[config.mk]
export PLATFORM = sky130hd
export DESIGN_NAME = spi_slave
export DESIGN_NICKNAME = d
export VERILOG_FILES = /design/src/rtl/spi_pkg.sv /design/src/rtl/spi_sync.sv /design/src/rtl/spi_slave.sv
export SDC_FILE = /design/constraint.sdc
export NUM_CORES = 1
export LEC_CHECK = 0
export BUFFER_PORTS_ARGS = -buffer_cell sky130_fd_sc_hd__buf_2
export CORE_UTILIZATION = 45
export DETAILED_ROUTE_END_ITERATION = 7
export PLACE_DENSITY_LB_ADDON = 0.05
export SETUP_SLACK_MARGIN = 0.3
export SLEW_MARGIN = 20
export SYNTH_ARGS = -nofsm -noshare
export SYNTH_HDL_FRONTEND = slang
export SYNTH_SLANG_ARGS = --single-unit
[constraint.sdc]
create_clock -name clk -period 7.2 [get_ports clk]
set_clock_uncertainty 0.1 [all_clocks]
set_input_delay 0.72 -clock clk [delete_from_list [all_inputs] [get_ports clk]]
set_output_delay 0.72 -clock clk [all_outputs]
set_load 0.05 [all_outputs]
[src/rtl/spi_pkg.sv]
// Shared types, constants and helpers for the SPI responder and its synchronizer.
package spi_pkg;

  localparam int unsigned SPI_MAXLEN_DEF = 16;
  localparam logic        SPI_CPOL       = 1'b0;
  localparam logic        SPI_CPHA       = 1'b0;

  typedef enum logic [1:0] {
    IDLE   = 2'd0,
    ACTIVE = 2'd1,
    DONE   = 2'd2
  } spi_state_t;

  // A zero or oversize request means a full-length frame.
  function automatic int unsigned eff_len(input int unsigned n_bits,
                                          input int unsigned max_len);
    if (n_bits == 32'd0 || n_bits > max_len) begin
      return max_len;
    end else begin
      return n_bits;
    end
  endfunction

endpackage

[src/rtl/spi_sync.sv]
// Two-flop synchronizer for an asynchronous pin with registered rise/fall pulses.
module spi_sync
  import spi_pkg::*;
#(
  parameter logic RST_VAL = 1'b0
) (
  input  logic clk,
  input  logic rst,
  input  logic async_i,
  output logic sync_o,
  output logic rise_o,
  output logic fall_o
);

  logic meta_q;
  logic sync_q;
  logic prev_q;
  logic rise_q;
  logic fall_q;

  // Synchronizer chain and edge pulses; pulses appear 3 cycles after the pin moves.
  always_ff @(posedge clk or negedge rst) begin
    if (!rst) begin
      meta_q <= RST_VAL;
      sync_q <= RST_VAL;
      prev_q <= RST_VAL;
      rise_q <= 1'b0;
      fall_q <= 1'b0;
    end else begin
      meta_q <= async_i;
      sync_q <= meta_q;
      prev_q <= sync_q;
      rise_q <= sync_q & ~prev_q;
      fall_q <= ~sync_q & prev_q;
    end
  end

  assign sync_o = sync_q;
  assign rise_o = rise_q;
  assign fall_o = fall_q;

endmodule

[src/rtl/spi_slave.sv]
// SPI mode-0 responder: oversamples SCLK/CS_N/MOSI in the clk domain, shifts
// MSB-first frames of up to SPI_MAXLEN bits, drives MISO from a holding register.
module spi_slave
  import spi_pkg::*;
#(
  parameter int unsigned SPI_MAXLEN = SPI_MAXLEN_DEF
) (
  input  logic                        clk,
  input  logic                        rst,
  input  logic [$clog2(SPI_MAXLEN):0] n_bits,
  input  logic                        sclk,
  input  logic                        cs_n,
  input  logic                        mosi,
  output logic                        miso,
  input  logic [SPI_MAXLEN-1:0]       tx_data,
  input  logic                        tx_valid,
  output logic                        tx_ready,
  output logic [SPI_MAXLEN-1:0]       rx_data,
  output logic                        rx_valid,
  output logic                        busy,
  output logic                        frame_err,
  output logic                        tx_underrun
);

  localparam int CW = $clog2(SPI_MAXLEN) + 1;
  localparam int IW = $clog2(SPI_MAXLEN);

  spi_state_t            state_q, state_d;
  logic [CW-1:0]         len_q, len_d;
  logic [CW-1:0]         bit_cnt_q, bit_cnt_d;
  logic [SPI_MAXLEN-1:0] tx_shift_q, tx_shift_d;
  logic [SPI_MAXLEN-1:0] rx_shift_q, rx_shift_d;
  logic [SPI_MAXLEN-1:0] hold_q, hold_d;
  logic                  hold_full_q, hold_full_d;
  logic                  miso_q, miso_d;
  logic [SPI_MAXLEN-1:0] rx_data_q, rx_data_d;
  logic                  rx_valid_q, rx_valid_d;
  logic                  busy_q;
  logic                  frame_err_q, frame_err_d;
  logic                  tx_underrun_q, tx_underrun_d;
  logic                  mosi_meta_q, mosi_sync_q;

  logic                  sclk_lvl_s, sclk_rise_s, sclk_fall_s;
  logic                  cs_lvl_s, cs_rise_s, cs_fall_s;
  logic                  shift_edge_s, drive_edge_s;
  logic                  load_s;
  logic [CW-1:0]         start_len_s, start_idx_s, next_idx_s;
  logic [SPI_MAXLEN-1:0] start_word_s, rx_mask_s;
  logic                  unused_s;

  spi_sync #(.RST_VAL(SPI_CPOL)) u_sclk_sync (
    .clk     (clk),
    .rst     (rst),
    .async_i (sclk),
    .sync_o  (sclk_lvl_s),
    .rise_o  (sclk_rise_s),
    .fall_o  (sclk_fall_s)
  );

  spi_sync #(.RST_VAL(1'b1)) u_cs_sync (
    .clk     (clk),
    .rst     (rst),
    .async_i (cs_n),
    .sync_o  (cs_lvl_s),
    .rise_o  (cs_rise_s),
    .fall_o  (cs_fall_s)
  );

  // MOSI needs only the level path; it is sampled on the shift edge pulse.
  always_ff @(posedge clk or negedge rst) begin
    if (!rst) begin
      mosi_meta_q <= 1'b0;
      mosi_sync_q <= 1'b0;
    end else begin
      mosi_meta_q <= mosi;
      mosi_sync_q <= mosi_meta_q;
    end
  end

  assign shift_edge_s = (SPI_CPHA == 1'b0) ? sclk_rise_s : sclk_fall_s;
  assign drive_edge_s = (SPI_CPHA == 1'b0) ? sclk_fall_s : sclk_rise_s;
  assign load_s       = tx_valid && !hold_full_q;
  assign start_len_s  = CW'(eff_len(32'(n_bits), SPI_MAXLEN));
  assign start_idx_s  = start_len_s - CW'(1);
  assign next_idx_s   = len_q - bit_cnt_q - CW'(1);
  assign start_word_s = hold_full_q ? hold_q : (load_s ? tx_data : '0);
  assign unused_s     = ^{sclk_lvl_s, cs_lvl_s, start_idx_s[CW-1], next_idx_s[CW-1]};

  // Mask that keeps only the low len_q bits of the received word.
  always_comb begin
    rx_mask_s = '0;
    for (int unsigned i = 0; i < SPI_MAXLEN; i++) begin
      rx_mask_s[i] = (i < 32'(len_q));
    end
  end

  // Next-state and datapath decisions.
  always_comb begin
    state_d       = state_q;
    len_d         = len_q;
    bit_cnt_d     = bit_cnt_q;
    tx_shift_d    = tx_shift_q;
    rx_shift_d    = rx_shift_q;
    miso_d        = miso_q;
    rx_data_d     = rx_data_q;
    rx_valid_d    = 1'b0;
    frame_err_d   = 1'b0;
    tx_underrun_d = 1'b0;
    hold_d        = hold_q;
    hold_full_d   = hold_full_q;

    if (load_s) begin
      hold_d      = tx_data;
      hold_full_d = 1'b1;
    end else begin
      hold_d      = hold_q;
    end

    case (state_q)
      IDLE: begin
        if (cs_fall_s) begin
          state_d       = ACTIVE;
          len_d         = start_len_s;
          bit_cnt_d     = '0;
          rx_shift_d    = '0;
          tx_shift_d    = start_word_s;
          hold_full_d   = 1'b0;
          tx_underrun_d = !hold_full_q && !load_s;
          miso_d        = start_word_s[start_idx_s[IW-1:0]];
        end else begin
          miso_d        = 1'b0;
        end
      end
      ACTIVE: begin
        // A chip-select release wins over any coincident clock edge.
        if (cs_rise_s) begin
          miso_d = 1'b0;
          if (bit_cnt_q == len_q) begin
            state_d    = DONE;
            rx_data_d  = rx_shift_q & rx_mask_s;
            rx_valid_d = 1'b1;
          end else begin
            state_d     = IDLE;
            frame_err_d = 1'b1;
          end
        end else if (shift_edge_s) begin
          if (bit_cnt_q < len_q) begin
            rx_shift_d = {rx_shift_q[SPI_MAXLEN-2:0], mosi_sync_q};
            bit_cnt_d  = bit_cnt_q + CW'(1);
          end else begin
            bit_cnt_d  = len_q;
          end
        end else if (drive_edge_s) begin
          if (bit_cnt_q < len_q) begin
            miso_d = tx_shift_q[next_idx_s[IW-1:0]];
          end else begin
            miso_d = 1'b0;
          end
        end else begin
          miso_d = miso_q;
        end
      end
      DONE: begin
        state_d = IDLE;
        miso_d  = 1'b0;
      end
      default: begin
        state_d = IDLE;
        miso_d  = 1'b0;
      end
    endcase
  end

  // State and output registers.
  always_ff @(posedge clk or negedge rst) begin
    if (!rst) begin
      state_q       <= IDLE;
      len_q         <= '0;
      bit_cnt_q     <= '0;
      tx_shift_q    <= '0;
      rx_shift_q    <= '0;
      hold_q        <= '0;
      hold_full_q   <= 1'b0;
      miso_q        <= 1'b0;
      rx_data_q     <= '0;
      rx_valid_q    <= 1'b0;
      busy_q        <= 1'b0;
      frame_err_q   <= 1'b0;
      tx_underrun_q <= 1'b0;
    end else begin
      state_q       <= state_d;
      len_q         <= len_d;
      bit_cnt_q     <= bit_cnt_d;
      tx_shift_q    <= tx_shift_d;
      rx_shift_q    <= rx_shift_d;
      hold_q        <= hold_d;
      hold_full_q   <= hold_full_d;
      miso_q        <= miso_d;
      rx_data_q     <= rx_data_d;
      rx_valid_q    <= rx_valid_d;
      busy_q        <= (state_d == ACTIVE);
      frame_err_q   <= frame_err_d;
      tx_underrun_q <= tx_underrun_d;
    end
  end

  assign miso        = miso_q;
  assign tx_ready    = ~hold_full_q;
  assign rx_data     = rx_data_q;
  assign rx_valid    = rx_valid_q;
  assign busy        = busy_q;
  assign frame_err   = frame_err_q;
  assign tx_underrun = tx_underrun_q;

endmodule

* Word-level counts from Yosys, hierarchy flattened
Cells that the tools add are included.
** Cells by class
- $add $sub $neg :: 4
- Magnitude comparators :: 20
- Equal/unequal tests :: 9
- Muxes and demuxes :: 38
- Bitwise gates (word level) :: 10
- Reduce and logical (&&, ||, !) cells :: 13
** Operators with widths (count)
- $mux W16 :: 6
- $lt A4 B5 Y1 const A :: 8
- $pmux W16 S2 :: 1
- $mux W5 :: 5
- $lt A3 B5 Y1 const A :: 4
- $mux W1 :: 18
- $and A16 B16 Y16 :: 1
- $lt A1 B5 Y1 const A :: 2
- $lt A2 B5 Y1 const A :: 2
- $lt A4 B5 Y1 const B :: 2
- $pmux W5 S2 :: 1
- $bmux W1 S4 :: 2
- $sub A4 B1 Y4 const B :: 2
- $mux W2 :: 3
- $add A5 B1 Y5 const B :: 1
- $eq A5 B5 Y1 :: 1
- $gt A5 B5 Y1 const B :: 1
- $logic_not A5 Y1 :: 1
- $lt A5 B5 Y1 :: 1
- $not A1 Y1 :: 5
- $reduce_and A5 Y1 :: 1
- $and A1 B1 Y1 :: 4
- $eq A2 B1 Y1 const B :: 2
- $ne A2 B1 Y1 const B :: 2
- 14 further kinds :: 18
** Word-level totals
- Bits in registers :: 94
- Input port bits :: 27
- Output and inout port bits :: 22
- Word-level logic and storage cells :: 119

* Longest topological paths before layout
Gate-level depths: netlist of run 1.
- Depth after elaboration :: 9
- Mapped depth :: 12
- Depth with buffers taken out :: 11

* Modules after synthesis
A second synthesis of run 1 with hierarchy kept.
** Second synthesis, totals
- Cell total of the unflattened synthesis :: 446
- Area, all modules :: 4384.2 um2
** By module, submodules not included
- spi_slave :: times used 1, cells each 432, area each 4100.2 um2, sequential area each 2102.0 um2
- spi_sync (u_cs_sync) :: times used 1, cells each 7, area each 143.9 um2, sequential area each 128.9 um2
- spi_sync (u_sclk_sync) :: times used 1, cells each 7, area each 140.1 um2, sequential area each 125.1 um2

* Worst setup path before layout of run 1
OpenSTA, ideal clock, no wires.
- Path kind :: input to register
- Start point :: in n_bits[2]
- End point :: reg miso_q, in the netlist miso
- Setup time :: 0.087 ns
- Arrival time :: 2.651 ns
- Data required time :: 7.013 ns
- Path slack :: 4.363 ns
- Stages :: 11
- Buffers on the path :: 0
- Cell sequence :: nor2_1 > nand2_1 > ha_1 > nand2b_1 > ha_1 > or3b_2 > a32oi_1 > a21oi_1 > a211oi_1 > o211ai_1 > o211ai_1
** Between the ends
- Longest elaborated chain between the ends :: 8
- Elaborated cells between the ends (all ways) :: 9
- Those cells by class :: add/sub (1); order compare (1); mux (5); reduce/logical (2)
** RTL lines
- start: declaration :: RTL line spi_slave.sv:10 : input logic [$clog2(SPI_MAXLEN):0] n_bits,
- $gt A5 B5 Y1 / $logic_not A5 Y1 (equally long branches) :: RTL line spi_pkg.sv:17 : if (n_bits == 32'd0 || n_bits > max_len) begin
- $logic_or A1 B1 Y1 :: RTL line spi_pkg.sv:17
- $mux W5 (*) :: RTL line spi_pkg.sv:17
- $sub A4 B1 Y4 (*) :: RTL line spi_slave.sv:84 : assign start_idx_s = start_len_s - CW'(1);
- $bmux W1 S4 (*) :: RTL line spi_slave.sv:129 : miso_d = start_word_s[start_idx_s[IW-1:0]];
- $mux W1 (not written as such) (*) :: RTL line spi_slave.sv:129
- $mux W1 (*) :: RTL line spi_slave.sv:121 : if (cs_fall_s) begin
- $pmux W1 S2 (*) :: RTL line spi_slave.sv:119 : case (state_q)
- end signal: assignment :: RTL line spi_slave.sv:198 : miso_q <= miso_d;
- end: declaration :: RTL line spi_slave.sv:35 : logic miso_q, miso_d;
Every way passes the cells marked *; elsewhere a longest branch is shown, timed or not. The select of a mux whose other input is x is not followed.
A chain may end at the register's enable or synchronous reset.

* Final worst setup path of run 1
- Start point :: reg hold_full_q
- End point :: reg miso_q, in the netlist miso
** Between the ends
- Longest elaborated chain between the ends :: 8
** RTL lines
- start: declaration :: RTL line spi_slave.sv:34 : logic hold_full_q, hold_full_d;
- start signal: assignment :: RTL line spi_slave.sv:197 : hold_full_q <= hold_full_d;
- $logic_not A1 Y1 :: RTL line spi_slave.sv:82 : assign load_s = tx_valid && !hold_full_q;
- $logic_and A1 B1 Y1 :: RTL line spi_slave.sv:82
- $mux W16 :: RTL line spi_slave.sv:86 : assign start_word_s = hold_full_q ? hold_q : (load_s ? tx_data : '0);
- $mux W16 (*) :: RTL line spi_slave.sv:86
- $bmux W1 S4 (*) :: RTL line spi_slave.sv:129
- $mux W1 (not written as such) (*) :: RTL line spi_slave.sv:129
- $mux W1 (*) :: RTL line spi_slave.sv:121
- $pmux W1 S2 (*) :: RTL line spi_slave.sv:119
Marks and branches as above.

==> flow_summary.ini, run 1 <==
[floorplan]
die_h_um = 101.3
io_pins = 49
core-area_mm2 = 0.009371
start_util_pct = 47.32
dieArea_mm2 = 0.01025
num_rows = 35
die_w_um = 101.3

[grt]
grt_overflow = 0
grt_pass1_vias = 3272
antenna_found_initial = 0
grt_usage_pct = 20.88
grt_pass1_wl_um = 16280
grt_max_degree = 52

[power]
total_power_mw = 1.791
p_leak_nw = 2.324
vdd_drop_max_v = 0.0001449
p_per_area_mw_per_mm2 = 361.0

[logic_synthesis]
synth_top_area_cell = dfrtp_1
synth.avg_cell_area_um2 = 9.495
ys_ff_latch = 94
synth_area_mm2 = 0.004434
yosysWarnings = 0
ys_seq_area_share_pct = 53.13
async_flop_share_pct = 100.0
syn_inst = 467
synth.net_count = 505
synthAdderAreaFrac_pct = 3.273
yosys.cell_types.count = 52
synth_compound_area_share_pct = 15.43
synth_xor_area_share_pct = 0.7901
synth-edff-count = 0
synth_flop_cell = dfrtp_1
synth_top_family_by_area = simple AND/OR/NAND/NOR gates
synth_top_area_share_pct = 51.35
synth_area_leaders = dfrtp_1 (51%), nand2_1 (7.9%), o21ai_0 (4.2%)
muxShareOfSynthArea_pct = 4.289
synth_simple_gate_area_share_pct = 17.66

[final_layout]
synthToLayoutAreaGrowth_pct = 11.91
num-fill-cells = 920
drive_gt1_share_pct = 15.94
num-nets-final = 541
antennaDiodeCount = 0
final_util_pct = 52.95
fin_area_mm2 = 0.004962
final_cells = 637

[status]
status = finished, final reports clean

[timing]
setup_viol = 0
fin_crit_sh_pct = 41.90
fin_tns_setup_ns = 0
fmax_mhz = 331.5
max_slew_margin_pct = 35.90
worst_hold_slack_ns = 0.2324
rsz0062_at_grt = no
setup_ws_ns = 4.183
hold_violations = 0
min_period_ns = 3.017
tightestPinTransition_ns = 0.9604
maxSlewViolCount = 0

[placement]
dpl.hpwl_um = 6857
globalplace.congestion = 0.8159
port_buffers = 48
placed_area_mm2 = 0.004741
dp.cells = 621
place_ws_ns = 3.946

[cts]
post_cts_resized = 0
cts_buffer_depth = 2
holdBufCountCts = 0
cts-root-buf = clkbuf_8
cts_tree = yes
cts_htree_levels = 3
clk_latency_ns = 0.36
path_clk_slew_ns = 0.10
clock_sinks = 94
cts_setup_buffers = 0
numCtsBuffers = 9

[critical_path]
crit_fanout = 29
critPathLaunchType = flop
ff2ff_setup_slack_ns = 4.18
worstSetupPathType = reg -> reg
r2r_start = hold_full_q$_DFF_PN0_
crit_arrival_ns = 3.19
required_ns = 7.38
startpoint = hold_full_q$_DFF_PN0_
worst_setup_path_end_kind = flop

[detailed_routing]
ant_nets = 0
drt_iter0_drc = 148
drc_errors = 0
vias_per_cell = 5.262
first_pass_iters = 4
via_count = 3352
wl_per_cell_um = 15.13
wirelength_um = 9638

[job]
drv_cap = 0

[hold_path]
hold_path.class = in -> async
==> layer usage <==
layer | GRT usage [%] | vias up | routed length, um
met5 | 0 | - | 0
met4 | 7.581 | 0 | 163
met3 | 3.520 | 13 | 258
met2 | 35.06 | 66 | 4710
met1 | 27.33 | 1591 | 4505
li1 | - | 1682 | -
==> cell usage after synthesis, drive strengths merged, types with 3 or more instances <==
| library cell | instances |
|---|---|
| buf | 9 |
| mux4 | 3 |
| nor2 | 21 |
| nor3b | 3 |
| a31oi | 10 |
| nand4 | 5 |
| inv | 30 |
| o31ai | 5 |
| a22oi | 7 |
| a21oi | 18 |
| nand3 | 20 |
| ha | 10 |
| dfstp | 3 |
| nand2b | 5 |
| clkbuf | 18 |
| a221o | 4 |
| dfrtp | 91 |
| nor2b | 9 |
| nand2 | 94 |
| o21ai | 55 |
| nor3 | 4 |
| and3 | 4 |
| xor2 | 3 |
| mux2i | 10 |
==> cells by family (layout without fill, tap and decap cells) <==
family | count (synthesis) | count (layout)
simple gates | 172 | 172
buf+inv | 57 | 98
flops | 94 | 94
compound gates | 114 | 114
xor+xnor | 4 | 4
mux | 15 | 15
fa+ha+maj | 11 | 11
==> worst paths after layout <==
kind                                              endpoint  cells after the start
worst min register to register       mosi_sync_q$_DFF_PN0_                      0
worst max register to register            miso$_DFFE_PN0P_                      6
min in group clk                     mosi_sync_q$_DFF_PN0_                      0
worst max-delay path                      miso$_DFFE_PN0P_                      6
worst min-delay path                    rx_valid$_DFF_PN0_                      1
max in group asynchronous       tx_shift_q[10]$_DFFE_PN0P_                      2
==> layout by cell type, fill, tap and decap left out, types with 2 or more instances in the layout <==
cell type   n
and3_1      4
mux2_2      2
mux4_2      3
nor3_1      4
a21oi_1    18
o31ai_1     5
ha_1       10
mux2i_1    10
nand3_1    20
buf_2      47
nor2_1     20
dfrtp_1    91
o211ai_1    2
o21ai_1    18
a22oi_1     7
nand2b_1    5
a21o_1      2
a31oi_1    10
inv_1      29
xor2_1      3
dfstp_2     3
o21ai_0    37
nand3b_1    2
nor2b_1     9
nand4_1     5
a221oi_1    2
bufinv_16   2
nor3b_1     2
a2111o_1    2
a221o_1     4
buf_4       5
a32oi_1     2
clkbuf_8    9
nand2_1    93
==> state kept, by name, indices dropped and copies added (netlist names), 2 cells and up <==
signal,flops
rx_shift_q,16
hold_q,16
len_q,5
bit_cnt_q,5
state_q,2
tx_shift_q,16
rx_data,16
==> where the power goes <==
group | switching [mW] | leakage, nW | internal (mW)
combinational | 0.357 | 0.996 | 0.262
clock | 0.195 | 0.113 | 0.200
sequential | 0.126 | 1.22 | 0.652
==> worst max-delay path: stages, from the launching register on <==
cell,delay [ns]
dfrtp_1,0.73
and2b_1,0.95
nand2_1,0.29
a2111o_1,0.43
nand4_1,0.11
a32oi_1,0.10
o211ai_1,0.21
==> layout make-up <==
type	count	area, um2	area share [%]
repair buffers	52	272.8	5.497
multi-input cells	316	1838	37.04
inverters	30	112.6	2.269
clock inverters	6	93.84	1.891
well taps	129	161.4	3.253
clock buffers	10	127.6	2.572
flip-flops and latches	94	2356	47.48
No activity file was read; power rests on OpenSTA's default activity.
==> run 2, diff against run 1 <==
Clock period 7.2 ns to 2.8 ns, I/O delays scaled along.
==> run 2 against run 1 <==
Against the previous run:
- critical path type unchanged
- via count increased by 2.3%
- critical path depth increased by 3
- global-route usage increased by 0.082 points
- first-iteration DRC count increased by 8.1%
==> flow_summary.ini, run 2 (synthesis gave the netlist of run 1 again) <==
[status]
status = finished, final reports clean

[timing]
fin_crit_sh_pct = 89.22
rsz0062_at_grt = yes
max_slew_margin_pct = 57.22
maxSlewViolCount = 0
worst_hold_slack_ns = 0.02096
fin_tns_setup_ns = 0
tightestPinTransition_ns = 0.6418
fmax_mhz = 400.3
min_period_ns = 2.498
hold_violations = 0
setup_viol = 0

[critical_path]
path_buf_inv = 2
cp_common_cell = mux2i_1
cp_slowest_stage_delay_ns = 0.68
slowest_stage = fa_2
worst_setup_path_end_kind = flop
crit_chain = inv_1, ha_2, inv_2, fa_2, mux2i_1, mux4_2, mux2i_1, a32oi_1, o211ai_1
startpoint = bit_cnt_q[0]$_DFFE_PN0P_
critPathLaunchType = flop
required_ns = 2.98
path_delay_family = adder cells
crit_fanout = 8
crit_arrival_ns = 2.68
worstSetupPathType = reg -> reg
r2r_start = bit_cnt_q[0]$_DFFE_PN0P_

[floorplan]
die_h_um = 101.3
core-area_mm2 = 0.009371
start_util_pct = 47.32
io_pins = 49
die_w_um = 101.3
dieArea_mm2 = 0.01025
num_rows = 35

[detailed_routing]
drt_iter0_drc = 160
ant_nets = 0
via_count = 3428
wl_per_cell_um = 14.71
vias_per_cell = 5.226
wirelength_um = 9647
first_pass_iters = 4
drc_errors = 0

[cts]
path_clk_slew_ns = 0.10
cts_htree_levels = 3
clock_sinks = 94
numCtsBuffers = 9
cts-root-buf = clkbuf_8
clk_latency_ns = 0.36
cts_buffer_depth = 2
cts_tree = yes

[grt]
grt_pass1_vias = 3302
grt_usage_pct = 20.96
grt_max_degree = 51
antenna_found_initial = 0
grt_pass1_wl_um = 16360
grt_overflow = 0

[power]
switching_share_pct = 36.70
p_per_area_mw_per_mm2 = 925.3
switching_power_mw = 1.756
p_int_mw = 3.028
p_leak_nw = 2.428
sequentialPowerShare_pct = 40.0
combPwrFrac_pct = 36.7
clock_power_share_pct = 23.3
vdd_drop_max_v = 0.0004268

[placement]
dpl.hpwl_um = 6935
globalplace.congestion = 0.8920
port_buffers = 48
placed_area_mm2 = 0.004836

[final_layout]
final_common_cell = nand2_1
synthToLayoutAreaGrowth_pct = 16.59
num-nets-final = 560
final_cell_mix = nand2_1 (93), dfrtp_1 (90), buf_2 (47)
fin_area_mm2 = 0.005170
drive_gt1_share_pct = 18.79
antennaDiodeCount = 0
num-fill-cells = 916
final_util_pct = 55.17

[job]
drv_cap = 0

[hold_path]
hold_path.class = in -> reg
holdCritStartpoint = tx_data[13]
[run 2: cell type report]
cell class | count | area [um2] | area share, %
inverters | 30 | 112.6 | 2.178
clock inverters | 7 | 128.9 | 2.493
repair buffers | 71 | 442.9 | 8.567
well taps | 129 | 161.4 | 3.122
flip-flops and latches | 94 | 2357 | 45.60
clock buffers | 9 | 123.9 | 2.396
multi-input cells | 316 | 1843 | 35.65
[run 2: worst register-to-register path: cells and delay by family, from the launching register on]
kind | cells | cell delay, ns
flops | 1 | 0.39
fa+ha+maj | 2 | 0.85
buf+inv | 2 | 0.10
mux | 3 | 0.74
compound gates | 2 | 0.24
[run 2: final timing paths]
| path | end | slack (ns) | depth (start not counted) |
|---|---|---|---|
| setup reg to reg | miso$_DFFE_PN0P_ | 0.30 | 9 |
| hold / removal | hold_q[13]$_DFFE_PN0N_ | 0.02 | 3 |
| min in group asynchronous | rx_shift_q[12]$_DFFE_PN0P_ | 0.37 | 2 |
| hold reg to reg | mosi_sync_q$_DFF_PN0_ | 0.26 | 0 |
| max in group asynchronous | tx_shift_q[5]$_DFFE_PN0P_ | 1.50 | 3 |
| setup / recovery | miso$_DFFE_PN0P_ | 0.30 | 9 |
[run 2: stage by stage]
step                power [mW]  setup slack [ns]  std cells
floorplan                3.203            0.3170        467
global placement         3.637            0.1983        632
detailed placement       3.675           0.08566        632
CTS                      4.836            0.2373        656
global route             5.135            0.1393        656
finish                   4.784            0.3018        656
[run 2: power groups by stage]
stage	clock network [mW]	registers (mW)	logic, mW
final	1.12	1.91	1.76
after global routing	1.21	1.95	1.97
after CTS	1.15	1.91	1.77
after detailed placement	0	1.94	1.74
after global placement	0	1.94	1.69
after floorplan	0	1.95	1.26
[run 2: repair_timing]
item	4_1_cts	5_1_grt
resized for setup	3	1
pin swaps	3	1
hold endpoints to repair	49	0
gates cloned	0	0
buffers inserted	2	0
setup endpoints to repair	1	7
hold buffers	6	0
[run 2: layer usage]
metal | vias to the layer above | wire length (um) | track usage, % | share of wire [%]
met4 | 0 | 53 | 7.135 | 0.55
met3 | 5 | 369 | 3.037 | 3.8
met1 | 1638 | 4452 | 27.77 | 46
li1 | 1713 | - | - | -
met5 | - | 0 | 0 | 0
met2 | 72 | 4772 | 35.37 | 49
==> run 3, diff against run 2 <==
Settings changed: RECOVER_POWER from default to 100.
==> run 3 against run 2 <==
Against the previous run:
- global-route usage stayed put
- largest power group unchanged
- total power is 0.37% lower
- cell count stayed put
==> flow_summary.ini, run 3 (synthesis gave the netlist of run 1 again) <==
[power]
switching_power_mw = 1.756
clock_power_share_pct = 23.4
switching_share_pct = 36.85
p_leak_nw = 2.328
sequentialPowerShare_pct = 40.1
combPwrFrac_pct = 36.4
p_int_mw = 3.010
vdd_drop_max_v = 0.0004269
p_per_area_mw_per_mm2 = 931.4

[critical_path]
r2r_end = miso$_DFFE_PN0P_
crit_fanout = 28
worst_setup_path_end_kind = flop
startpoint = hold_full_q$_DFF_PN0_
ff2ff_setup_slack_ns = 0.23
crit_arrival_ns = 2.76
endpoint = miso$_DFFE_PN0P_
required_ns = 2.98
r2r_start = hold_full_q$_DFF_PN0_
critPathLaunchType = flop
worstSetupPathType = reg -> reg
worstRegToRegCells = 6

[final_layout]
synthToLayoutAreaGrowth_pct = 15.41
final_cell_mix = nand2_1 (93), dfrtp_1 (91), o21ai_0 (52)
final_common_cell = nand2_1
num-nets-final = 560
drive_gt1_share_pct = 13.47
antennaDiodeCount = 0
num-fill-cells = 941

[detailed_routing]
vias_per_cell = 5.248
wirelength_um = 9678
via_count = 3443
drt_iter0_drc = 164
wl_per_cell_um = 14.75
first_pass_iters = 5
ant_nets = 0
drc_errors = 0

[floorplan]
core-area_mm2 = 0.009371
start_util_pct = 47.32
num_rows = 35
die_w_um = 101.3
io_pins = 49
dieArea_mm2 = 0.01025
die_h_um = 101.3

[grt]
grt_pass1_vias = 3302
grt_pass1_wl_um = 16360
grt_overflow = 0
grt_max_degree = 51
grt_usage_pct = 20.96
antenna_found_initial = 0

[status]
status = finished, final reports clean

[cts]
cts_htree_levels = 3
cts_tree = yes
cts_buffer_depth = 2
clock_sinks = 94
numCtsBuffers = 9
path_clk_slew_ns = 0.10
cts-root-buf = clkbuf_8
clk_latency_ns = 0.36

[placement]
dpl.hpwl_um = 6935
place_ws_ns = 0.08566
port_buffers = 48
globalplace.congestion = 0.8920

[timing]
setup_ws_ns = 0.2259
setup_viol = 0
fin_tns_setup_ns = 0
max_slew_margin_pct = 18.64
hold_violations = 0
maxSlewViolCount = 0
tightestPinTransition_ns = 1.220
fmax_mhz = 388.5
min_period_ns = 2.574
rsz0062_at_grt = yes
fin_crit_sh_pct = 91.93

[job]
drv_cap = 0

[hold_path]
hold_path.class = in -> reg
-- run 3: worst max-delay path, cell delays in order, from the launching register on --
cell and delay (ns):
dfrtp_1 0.35, clkbuf_1 0.86, a221oi_1 0.32, a2111o_1 0.45
nand4_1 0.10, a32oi_1 0.11, o211ai_1 0.20
-- run 3: worst min path at each step --
| stage | from | endpoint | depth (start not counted) |
|---|---|---|---|
| 5_1_grt | tx_data[11] | hold_q[11]$_DFFE_PN0N_ | 3 |
| 6_report | tx_data[13] | hold_q[13]$_DFFE_PN0N_ | 3 |
| 3_5_place_dp | rst | rx_shift_q[12]$_DFFE_PN0P_ | 1 |
| 3_3_place_gp | u_sclk_sync.meta_q$_DFF_PN0_ | u_sclk_sync.sync_o$_DFF_PN0_ | 0 |
| 4_1_cts | tx_data[13] | hold_q[13]$_DFFE_PN0N_ | 3 |
| 2_1_floorplan | rst | bit_cnt_q[0]$_DFFE_PN0P_ | 0 |
-- run 3: final cells by class --
class	count	area (um2)	area share (%)
Clock buffer	9	123.9	2.421
Timing Repair Buffer	71	394.1	7.702
Sequential cell	94	2356	46.04
Multi-Input combinational cell	316	1841	35.97
Clock inverter	7	128.9	2.518
Inverter	30	112.6	2.200
Tap cell	129	161.4	3.154
-- run 3: repair_timing --
| action | 4_1_cts | 5_1_grt |
|---|---|---|
| resized for setup | 3 | 1 |
| setup buffers | 2 | 0 |
| hold buffers | 6 | 0 |
| endpoints found under the setup margin | 1 | 7 |
| hold endpoints to repair | 49 | 0 |
| pin swaps | 3 | 1 |
-- run 3: layer usage --
layer	track usage, %	up-vias	wire [um]
li1	-	1714	-
met1	27.77	1648	4459
met4	7.135	0	108
met2	35.37	71	4777
met5	0	-	0
met3	3.037	10	333
-- run 3: power groups by stage --
stage	Clock, mW	Combinational, mW	Sequential (mW)
2_1_floorplan	0	1.26	1.95
3_3_place_gp	0	1.69	1.94
3_5_place_dp	0	1.74	1.94
4_1_cts	1.15	1.77	1.91
5_1_grt	1.21	1.95	1.95
6_report	1.12	1.74	1.91
-- run 3: through the flow --
step / util (%) / cell area [um2] / cells / total power [mW] / hold WS [ns]
after floorplan: - / 4434 / 467 / 3.203 / -0.1156
after global placement: 51.60 / 4836 / 632 / 3.637 / 0.2336
after detailed placement: 51.60 / 4836 / 632 / 3.675 / 0.2371
after CTS: 55.15 / 5169 / 656 / 4.836 / 0.001122
after global routing: 54.61 / 5117 / 656 / 5.115 / 0.01607
final: 54.61 / 5117 / 656 / 4.766 / 0.01395
